==> src/rtl/instr_fetch_sequencer.sv <==
// PC owner and fetch/issue sequencer: one instruction in flight, mem latency + exec latency + 2 cycles each.
// No internal buffering; waits on imem_valid in FETCH and exec_done in ISSUE indefinitely.
module instr_fetch_sequencer #(
  parameter int                 ADDR_W   = 32,
  parameter logic [ADDR_W-1:0]  RESET_PC = '0,
  parameter int                 PC_STEP  = 4
) (
  input  logic              clk,
  input  logic              reset,
  output logic              imem_req,
  output logic [ADDR_W-1:0] imem_addr,
  input  logic [31:0]       imem_rdata,
  input  logic              imem_valid,
  output logic [31:0]       instr,
  output logic [5:0]        opcode,
  output logic              instr_valid,
  output logic [ADDR_W-1:0] pc,
  input  logic              exec_done,
  input  logic              unconditional,
  input  logic [2:0]        conditional,
  input  logic              halt,
  input  logic              flag_zero,
  input  logic              flag_sign,
  input  logic              flag_carry,
  input  logic [ADDR_W-1:0] branch_target,
  output logic              halted,
  output logic [31:0]       retired
);

  typedef enum logic [1:0] {IDLE, FETCH, ISSUE, HALTED} state_t;

  state_t state, next_state;
  logic   taken;
  logic   req_d, ivld_d, halted_d;

  always_ff @(posedge clk) begin
    if (!reset) state <= IDLE;
    else        state <= next_state;
  end

  always_comb begin
    next_state = state;
    case (state)
      IDLE:    next_state = FETCH;
      FETCH:   if (imem_valid) next_state = ISSUE;
      ISSUE:   if (exec_done)  next_state = halt ? HALTED : FETCH;
      HALTED:  next_state = HALTED;
      default: next_state = IDLE;
    endcase
  end

  // Outputs are registered, so they are decoded from the state being entered.
  always_comb begin
    req_d    = (next_state == FETCH);
    ivld_d   = (next_state == ISSUE);
    halted_d = (next_state == HALTED);
  end

  always_ff @(posedge clk) begin
    if (!reset) begin
      imem_req    <= 1'b0;
      instr_valid <= 1'b0;
      halted      <= 1'b0;
    end else begin
      imem_req    <= req_d;
      instr_valid <= ivld_d;
      halted      <= halted_d;
    end
  end

  always_comb begin
    taken = 1'b0;
    case (conditional)
      3'b001:  taken = flag_sign;
      3'b010:  taken = flag_zero;
      3'b011:  taken = !flag_zero;
      3'b100:  taken = flag_carry;
      3'b101:  taken = !flag_carry;
      default: taken = 1'b0;
    endcase
  end

  always_ff @(posedge clk) begin
    if (!reset) begin
      pc      <= RESET_PC;
      instr   <= '0;
      retired <= '0;
    end else begin
      if (state == FETCH && imem_valid)
        instr <= imem_rdata;
      if (state == ISSUE && exec_done) begin
        retired <= retired + 32'd1;
        // Halt takes priority over any branch request: PC stays on the halt instruction.
        if (!halt) begin
          if (unconditional || taken) pc <= branch_target;
          else                        pc <= pc + ADDR_W'(PC_STEP);
        end
      end
    end
  end

  assign opcode    = instr[31:26];
  assign imem_addr = pc;

endmodule

==> config.mk <==
export PLATFORM = sky130hd
export DESIGN_NAME = instr_fetch_sequencer
export DESIGN_NICKNAME = d
export VERILOG_FILES = /design/src/rtl/instr_fetch_sequencer.sv
export SDC_FILE = /design/constraint.sdc
export NUM_CORES = 1
export LEC_CHECK = 0
export ABC_AREA = 1
export CORE_MARGIN = 4
export CORE_UTILIZATION = 49
export DETAILED_ROUTE_END_ITERATION = 6
export GPL_TIMING_DRIVEN = 0
export PLACE_DENSITY_LB_ADDON = 0.25
export SYNTH_ARGS = -nofsm -noshare
export SYNTH_HDL_FRONTEND = slang
export SYNTH_SLANG_ARGS = --single-unit
==> constraint.sdc <==
create_clock -name clk -period 2.8 [get_ports clk]
set_clock_uncertainty 0.2 [all_clocks]
set_input_delay 0.28 -clock clk [delete_from_list [all_inputs] [get_ports clk]]
set_output_delay 0.28 -clock clk [all_outputs]
set_load 0.005 [all_outputs]
======== After elaboration in Yosys (flattened, before gate mapping) ========
Cells that the tools add are included.
Widths: inputs -> output; s select.
word-level totals
  register bits ........................... 101
  bits in latches ......................... 0
  memory bits (writable) .................. 0
  bits in read-only memories .............. 0
  bits of input ports ..................... 76
  output and inout port bits .............. 137
  memories kept ........................... 0
operators by class
  add/subtract/negate cells ............... 2
  multipliers ............................. 0
  divide/modulo/power cells ............... 0
  magnitude comparators ................... 0
  equal/unequal tests ..................... 11
  shift operators ......................... 0
  mux-type cells .......................... 6
  bitwise gates (word level) .............. 1
  reductions and logical operators ........ 7
operators by type and width
  operator               count
  $add 32x1->32 const B  1
  $add 32x3->32 const B  1
  $mux 32                1
  $eq 2x2->1 const B     4
  $pmux 2 s4             1
  $eq 3x2->1 const B     2
  $eq 3x3->1 const B     2
  $mux 2                 3
  $pmux 1 s5             1
  $eq 2x1->1 const B     2
  $eq 3x1->1 const B     1
  $logic_and 1x1->1      2
  $logic_not 1->1        2
  $logic_not 2->1        1
  $reduce_and 2->1       1
  $logic_or 1x1->1       1
  $not 1->1              1

======== Depth between registers and ports, before layout ========
Gate-level depths: netlist of the first run.
  depth in word-level cells ............... 4
  depth in mapped cells ................... 11
  gate-level depth less buffers ........... 11

======== Worst setup path after synthesis of the first run ========
OpenSTA, ideal clock, no wires.
  kind .................................... reg2reg
  start point ............................. register pc[3] (netlist: imem_addr[3])
  end point ............................... register pc[12] (netlist: imem_addr[12])
  arrival time ............................ 1416 ps
  slack ................................... 1114 ps
  cell stages (with the launch flop) ...... 9
  buffers on the path ..................... 0
  path through ............................ dfxtp_1 -> ha_1 -> nand2_1 -> nor2_4 -> nand3_1 -> or2_2 -> nand3_1 -> nand2_1 -> a21oi_1
between the ends
  cells in the longest elaborated chain, start to end .. 2
ends and longest elaborated chain
  what                    RTL line  source
  start, declared         17        output logic [ADDR_W-1:0] pc,
  start signal, assigned  95        if (unconditional || taken) pc <= branch_target;
  start signal, assigned  96        else pc <= pc + ADDR_W'(PC_STEP);
  $add 32x3->32           96
  $mux 32                 95
No other way between the ends.
A chain may end at the register's enable or synchronous reset.

======== Worst setup path after layout of the first run ========
  start point ............................. register pc[3] (netlist: imem_addr[3])
  end point ............................... register pc[30] (netlist: imem_addr[30])
The elaborated chain is that of the path after synthesis.

==> results of run 1 <==
[synth_stat cells]
library cell,n
or2_0,1
a31oi_1,2
nand2_2,4
o211ai_1,2
dfxtp_1,101
nor2_2,4
inv_2,2
o21a_1,2
nor3b_1,1
nand3b_1,10
buf_4,41
nor3_1,15
a21o_1,1
a211oi_1,1
or2_2,1
nand3_2,2
buf_6,2
and2_1,1
o21bai_1,3
buf_2,5
o21bai_2,1
clkbuf_1,17
a21boi_0,2
nand2_1,261
inv_1,89
buf_1,4
nand4_1,11
o21ai_0,49
nor2_1,185
xor2_1,3
o21ai_1,1
nor2_4,5
ha_1,2
nor3_2,1
nand2_4,1
nand3_1,52
a21oi_1,61
nand3_4,1
[per-stage QoR]
| step | instance area [µm²] | total power [µW] | hold WS, ns | setup WS, ns |
|---|---|---|---|---|
| 6_report | 8464 | 3291 | 0.2487 | 0.7721 |
| 5_1_grt | 8464 | 3407 | 0.3026 | 0.6366 |
| 4_1_cts | 8464 | 3302 | 0.2485 | 0.7948 |
| 3_5_place_dp | 8147 | 1987 | 0.2959 | 0.5340 |
| 3_3_place_gp | 8147 | 1979 | 0.2833 | 0.5341 |
| 2_1_floorplan | 5856 | 1710 | 0.2149 | 1.114 |
[worst min-delay path by stage]
stage	endpoint	slack, ns	cells past startpoint
3_3_place_gp	retired[10]	0.28	2
6_report	imem_addr[4]	0.25	3
2_1_floorplan	instr[0]	0.21	2
3_5_place_dp	retired[31]	0.30	2
5_1_grt	imem_addr[4]	0.30	3
4_1_cts	imem_addr[4]	0.25	3
[state kept, by name (all words and copies together), names as in the netlist]
register / count
state: 2
halted: 1
instr_valid: 1
imem_addr: 32
retired: 32
instr: 32
imem_req: 1
[logic make-up after synthesis]
| family | after synthesis | share of synthesized area [%] |
|---|---|---|
| and+or+nand+nor | 556 | 40.04 |
| buffers and inverters | 160 | 13.25 |
| AOI/OAI and AO/OA | 125 | 11.30 |
| DFF | 101 | 34.53 |
| xor gates and xnor gates | 3 | 0.4488 |
| adders and majority gates | 2 | 0.4273 |
[critical path: cells and delay by family (launching register included)]
kind / cells / cell delay (ns)
AND/OR/NAND/NOR: 8 / 0.93
AO/OA/AOI/OAI: 1 / 0.06
flip-flops: 1 / 0.47
adder cells (fa/ha/maj): 1 / 0.22
[layout make-up]
class,instances,area [µm²]
fill,990,3100
inverter,91,341.6
clock inverter,7,92.59
tap,143,178.9
clock buffer,9,225.2
multi-input combinational,686,3058
sequential,101,2022
timing repair buffer,211,2112
buffer,69,434.2
[routing by layer]
metal / part of all wire (%) / track usage [%]
met4: 3.2 / 11.51
met2: 48 / 45.99
met5: 0.064 / 0
met3: 7.9 / 6.833
met1: 41 / 31.13
[where the power goes]
group          internal (µW)  total (µW)  switching, µW
Combinational            250         441            191
Sequential              1480        1510           32.8
Clock                    717        1330            617
Total                   2450        3290            841
==> results.sh, run 1 <==
export IMPL_status="completed"
export IMPL_grt_max_degree=20
export IMPL_p_leak_uw=0.003222
export IMPL_overflow=0
export IMPL_grt_pass1_wl_mm=30.70
export IMPL_ys_warn_count=0
export IMPL_tightestPinTransition_ns=0.7307
export IMPL_synthCells=947
export IMPL_drive_above_1_share_pct=7.325
export IMPL_path_cells="ha_1, nand2_1, nor2_4, nand2_1, nor2_1, nand2_1, nand2_1, nand3_1, nand2_1, a21oi_1"
export IMPL_fin_nets=1247
export IMPL_die_w_um=117.3
export IMPL_grt_pass1_vias=6388
export IMPL_ys_ff_latch=101
export IMPL_rsz0062_at_grt="no"
export IMPL_worstPathRequired_ns=2.81
export IMPL_final_cells=1317
export IMPL_drt_pass1_iter_count=5
export IMPL_utilization_pct=73.19
export IMPL_crit_top_cell="nand2_1"
export IMPL_max_freq_mhz=493.1
export IMPL_cts_buffer_depth=2
export IMPL_grt_use_total_pct=26.59
export IMPL_diodes=0
export IMPL_rows=39
export IMPL_antenna_found_initial=1
export IMPL_crit_reg2reg_launch="imem_addr[3]"
export IMPL_syn2layout_area_growth_pct=44.55
export IMPL_synth_area_leaders="dfxtp_1, nand2_1, nor2_1, inv_1, buf_4"
export IMPL_reg2reg_depth=10
export IMPL_die_h_um=117.3
export IMPL_cts_tree="done"
export IMPL_startpoint="imem_addr[3]"
export IMPL_cp_max_fo=6
export IMPL_cts_sinks=101
export IMPL_htreeDepth=3
export IMPL_ctsHoldBuffers=0
export IMPL_synth_top_cell_area_share_pct=34.53
export IMPL_hpwl_mm=14.64
export IMPL_finalCritPeriodShare_pct=72.42
export IMPL_period_minus_slack_ns=2.028
export IMPL_post_cts_repair_setup_buffers=0
export IMPL_cts_resized_gates=0
export IMPL_gp_congestion=1.010
export IMPL_num_vias=6710
export IMPL_finalSetupTns_ns=0
export IMPL_worstSetupEndpoint="imem_addr[30]"
export IMPL_ant_nets=0
export IMPL_mostFrequentLayoutCells="nand2_1, clkdlybuf4s50_1, nor2_1"
export IMPL_layout_commonest_cell="nand2_1"
export IMPL_cts_buffers=9
export IMPL_worstSetupStartpointType="flip-flop"
export IMPL_drc_errors=0
export IMPL_ioPinCount=213
export IMPL_cap_violations=0
export IMPL_place_port_buffers=211
export IMPL_clk_pin_slew_ns=0.07
export IMPL_hold_viol_final=0
export IMPL_syn_num_nets=1025
export IMPL_syn_area_mm2=0.005856
export IMPL_via_per_inst=5.095
export IMPL_die_area_mm2=0.01376
export IMPL_cp_end_kind="flip-flop"
export IMPL_timing_slew_headroom_pct=51.28
export IMPL_peakVddDrop_v=0.0003474
export IMPL_max_stage_delay_ns=0.47
export IMPL_dp_cells=1301
export IMPL_cts_root_buffer="clkbuf_16"
export IMPL_cp_data_arrival_time_ns=2.04
export IMPL_initialDrtViolationCount=422
export IMPL_clkLatencyLatePin_ns=0.35
export IMPL_rr_endpoint="imem_addr[30]"
export IMPL_core_mm2=0.01156
export IMPL_postRouteWirelength_mm=18.87
export IMPL_synth_area_per_cell_um2=6.183
export IMPL_yosys_area_top_type="dfxtp_1"
export IMPL_finalSetupViolations=0
export IMPL_wl_per_cell_um=14.33
export IMPL_rrSetupSlack_ns=0.77
export IMPL_synthDistinctLibCells=38
export IMPL_maxSlewViolCount=0
export IMPL_hold_path_class="input pin to flip-flop"
export IMPL_crit_slowest_cell="dfxtp_1"
export IMPL_power_density_mw_per_mm2=388.8
export IMPL_hold_start="reset"
export IMPL_crit_type="flip-flop to flip-flop"
export IMPL_yosysSeqAreaShare_pct=34.53
export IMPL_initial_core_util_pct=50.63
(Power assumes the default switching activity.)
==> run 2: changes to the inputs <==
CORE_UTILIZATION = 41   (was 49)
clock period = 1.8 ns   (was 2.8 ns; I/O delays follow)
==> run 2 against run 1 <==
Sequential share of layout area shrank 0.24 points. Total power grew 55%. Via count shrank 0.82%. Flip-flop and latch count is the same. Worst setup slack lost 0.76 ns. Critical path depth shrank 3. Highest routed layer is now met4.
==> results.sh, run 2 (synthesis gave the netlist of run 1 again) <==
export IMPL_cap_violations=0
export IMPL_initialDrtViolationCount=411
export IMPL_hold_start="reset"
export IMPL_htreeDepth=3
export IMPL_cp_top_family="simple AND/OR/NAND/NOR gates"
export IMPL_seq_power_share_pct=45.9
export IMPL_dp_cells=1338
export IMPL_rr_endpoint="imem_addr[26]"
export IMPL_hold_end="imem_addr[4]"
export IMPL_hold_path_class="input pin to flip-flop"
export IMPL_cp_max_fo=10
export IMPL_worstSetupStartpointType="flip-flop"
export IMPL_max_stage_delay_ns=0.42
export IMPL_wl_per_cell_um=13.97
export IMPL_hold_viol_final=0
export IMPL_gp_congestion=0.9938
export IMPL_reg2reg_depth=7
export IMPL_p_int_uw=3803
export IMPL_final_cells=1368
export IMPL_period_minus_slack_ns=1.784
export IMPL_power_density_mw_per_mm2=574.0
export IMPL_antenna_found_initial=0
export IMPL_path_cells="nand3_4, nor2_4, inv_2, clkbuf_4, a21oi_1, nand2_1, a21oi_1"
export IMPL_place_port_buffers=211
export IMPL_cp_buffers_inverters=2
export IMPL_finalCritPeriodShare_pct=99.11
export IMPL_hpwl_mm=14.68
export IMPL_status="completed"
export IMPL_cts_buffers=9
export IMPL_multi_input_area_mm2=0.003216
export IMPL_worstPathRequired_ns=1.87
export IMPL_tightestPinTransition_ns=0.6029
export IMPL_clk_pin_slew_ns=0.07
export IMPL_drive_above_1_share_pct=14.49
export IMPL_clkLatencyLatePin_ns=0.35
export IMPL_grt_use_total_pct=23.24
export IMPL_crit_top_cell="a21oi_1"
export IMPL_cts_tree="done"
export IMPL_p_sw_uw=1291
export IMPL_maxSlewViolCount=0
export IMPL_timing_slew_headroom_pct=59.81
export IMPL_rows=43
export IMPL_cp_data_arrival_time_ns=1.85
export IMPL_nFillCells=1257
export IMPL_ioPinCount=213
export IMPL_p_leak_uw=0.003351
export IMPL_worstHoldPathCells=3
export IMPL_rsz0062_at_grt="yes"
export IMPL_ant_nets=0
export IMPL_num_vias=6655
export IMPL_power_frac_comb_pct=14.0
export IMPL_overflow=0
export IMPL_drc_errors=0
export IMPL_crit_reg2reg_launch="state[1]"
export IMPL_crit_type="flip-flop to flip-flop"
export IMPL_grt_max_degree=19
export IMPL_core_mm2=0.01393
export IMPL_grt_pass1_wl_mm=30.84
export IMPL_place_area_mm2=0.008193
export IMPL_fin_area_mm2=0.008875
export IMPL_crit_slowest_cell="dfxtp_1"
export IMPL_syn2layout_area_growth_pct=51.56
export IMPL_finalSetupViolations=0
export IMPL_cts_root_buffer="clkbuf_16"
export IMPL_max_freq_mhz=560.6
export IMPL_ff_latch_area_mm2=0.002098
export IMPL_cts_sinks=101
export IMPL_initial_core_util_pct=42.02
export IMPL_swShare_pct=25.35
export IMPL_finalSetupTns_ns=0
export IMPL_power_share_clock_pct=40.1
export IMPL_cp_end_kind="flip-flop"
export IMPL_cts_buffer_depth=2
export IMPL_layout_commonest_cell="nand2_1"
export IMPL_die_area_mm2=0.01626
export IMPL_mostFrequentLayoutCells="nand2_1, clkdlybuf4s50_1, nor2_1"
export IMPL_die_w_um=127.5
export IMPL_rrSetupSlack_ns=0.02
export IMPL_die_h_um=127.5
export IMPL_postRouteWirelength_mm=19.11
export IMPL_peakVddDrop_v=0.0007010
export IMPL_grt_pass1_vias=6474
export IMPL_fin_nets=1261
export IMPL_via_per_inst=4.865
export IMPL_drt_pass1_iter_count=5
==> run 2: changes by cell type in the layout (fill, tap and decap cells not counted), sizes merged <==
| cell | change |
|---|---|
| buf | +14 |
| inv | +1 |
| clkinv | -2 |
| diode | +1 |
==> run 2: tightest hold or removal path: cells and delay by family <==
| kind | cells | cell delay [ns] |
|---|---|---|
| compound gates | 2 | 0.21 |
| buf+inv | 1 | 0.25 |
==> run 2: worst max path at each step <==
| stage | cells past startpoint | startpoint | to | slack [ns] |
|---|---|---|---|---|
| after floorplan | 8 | imem_addr[3] | imem_addr[12] | 0.11 |
| after global placement | 10 | conditional[2] | imem_addr[15] | -0.38 |
| after detailed placement | 10 | conditional[2] | imem_addr[15] | -0.38 |
| after CTS | 8 | imem_addr[2] | imem_addr[14] | -0.002 |
| after global routing | 6 | state[0] | instr[13] | -0.09 |
| final | 7 | state[1] | imem_addr[26] | 0.02 |
==> run 2: power groups by stage <==
stage	Combinational (µW)	Clock, µW	Sequential, µW
after floorplan	254	0	2410
after global placement	680	0	2400
after detailed placement	683	0	2410
after CTS	692	2080	2350
after global routing	781	2190	2350
final	711	2040	2340
==> run 2: timing repair <==
item	in CTS	in global routing
gates resized for setup	42	64
buffers inserted	3	12
pin swaps	2	8
hold buffers	0	0
endpoints found under the setup margin	47	90
==> run 2: stage by stage <==
| step | total power [µW] | hold slack (ns) | setup slack [ns] | util, % |
|---|---|---|---|---|
| after floorplan | 2660 | 0.1149 | 0.1141 | - |
| after global placement | 3084 | 0.2785 | -0.3762 | 58.79 |
| after detailed placement | 3090 | 0.2802 | -0.3834 | 58.79 |
| after CTS | 5128 | 0.1116 | -0.002494 | 61.61 |
| after global routing | 5323 | 0.1675 | -0.08660 | 63.67 |
| final | 5094 | 0.1292 | 0.01611 | 63.69 |
==> run 2: layer usage <==
layer | up-vias | share of wire [%] | GRT usage, %
met1 | 2946 | 42 | 27.26
li1 | 3436 | - | -
met3 | 40 | 8.0 | 6.898
met2 | 233 | 48 | 39.73
met5 | - | 0 | 0
met4 | 0 | 2.7 | 9.211
==> run 2: cell type report <==
cell class              count  share of cell area (%)
multi-input cells         686                   36.23
repair buffers            226                   25.21
flip-flops and latches    101                   23.64
plain buffers              68                   5.075
inverters                  91                   3.849
clock buffers               9                   2.538
well taps                 180                   2.538
clock inverters             6                  0.8882
diodes                      1                 0.02820
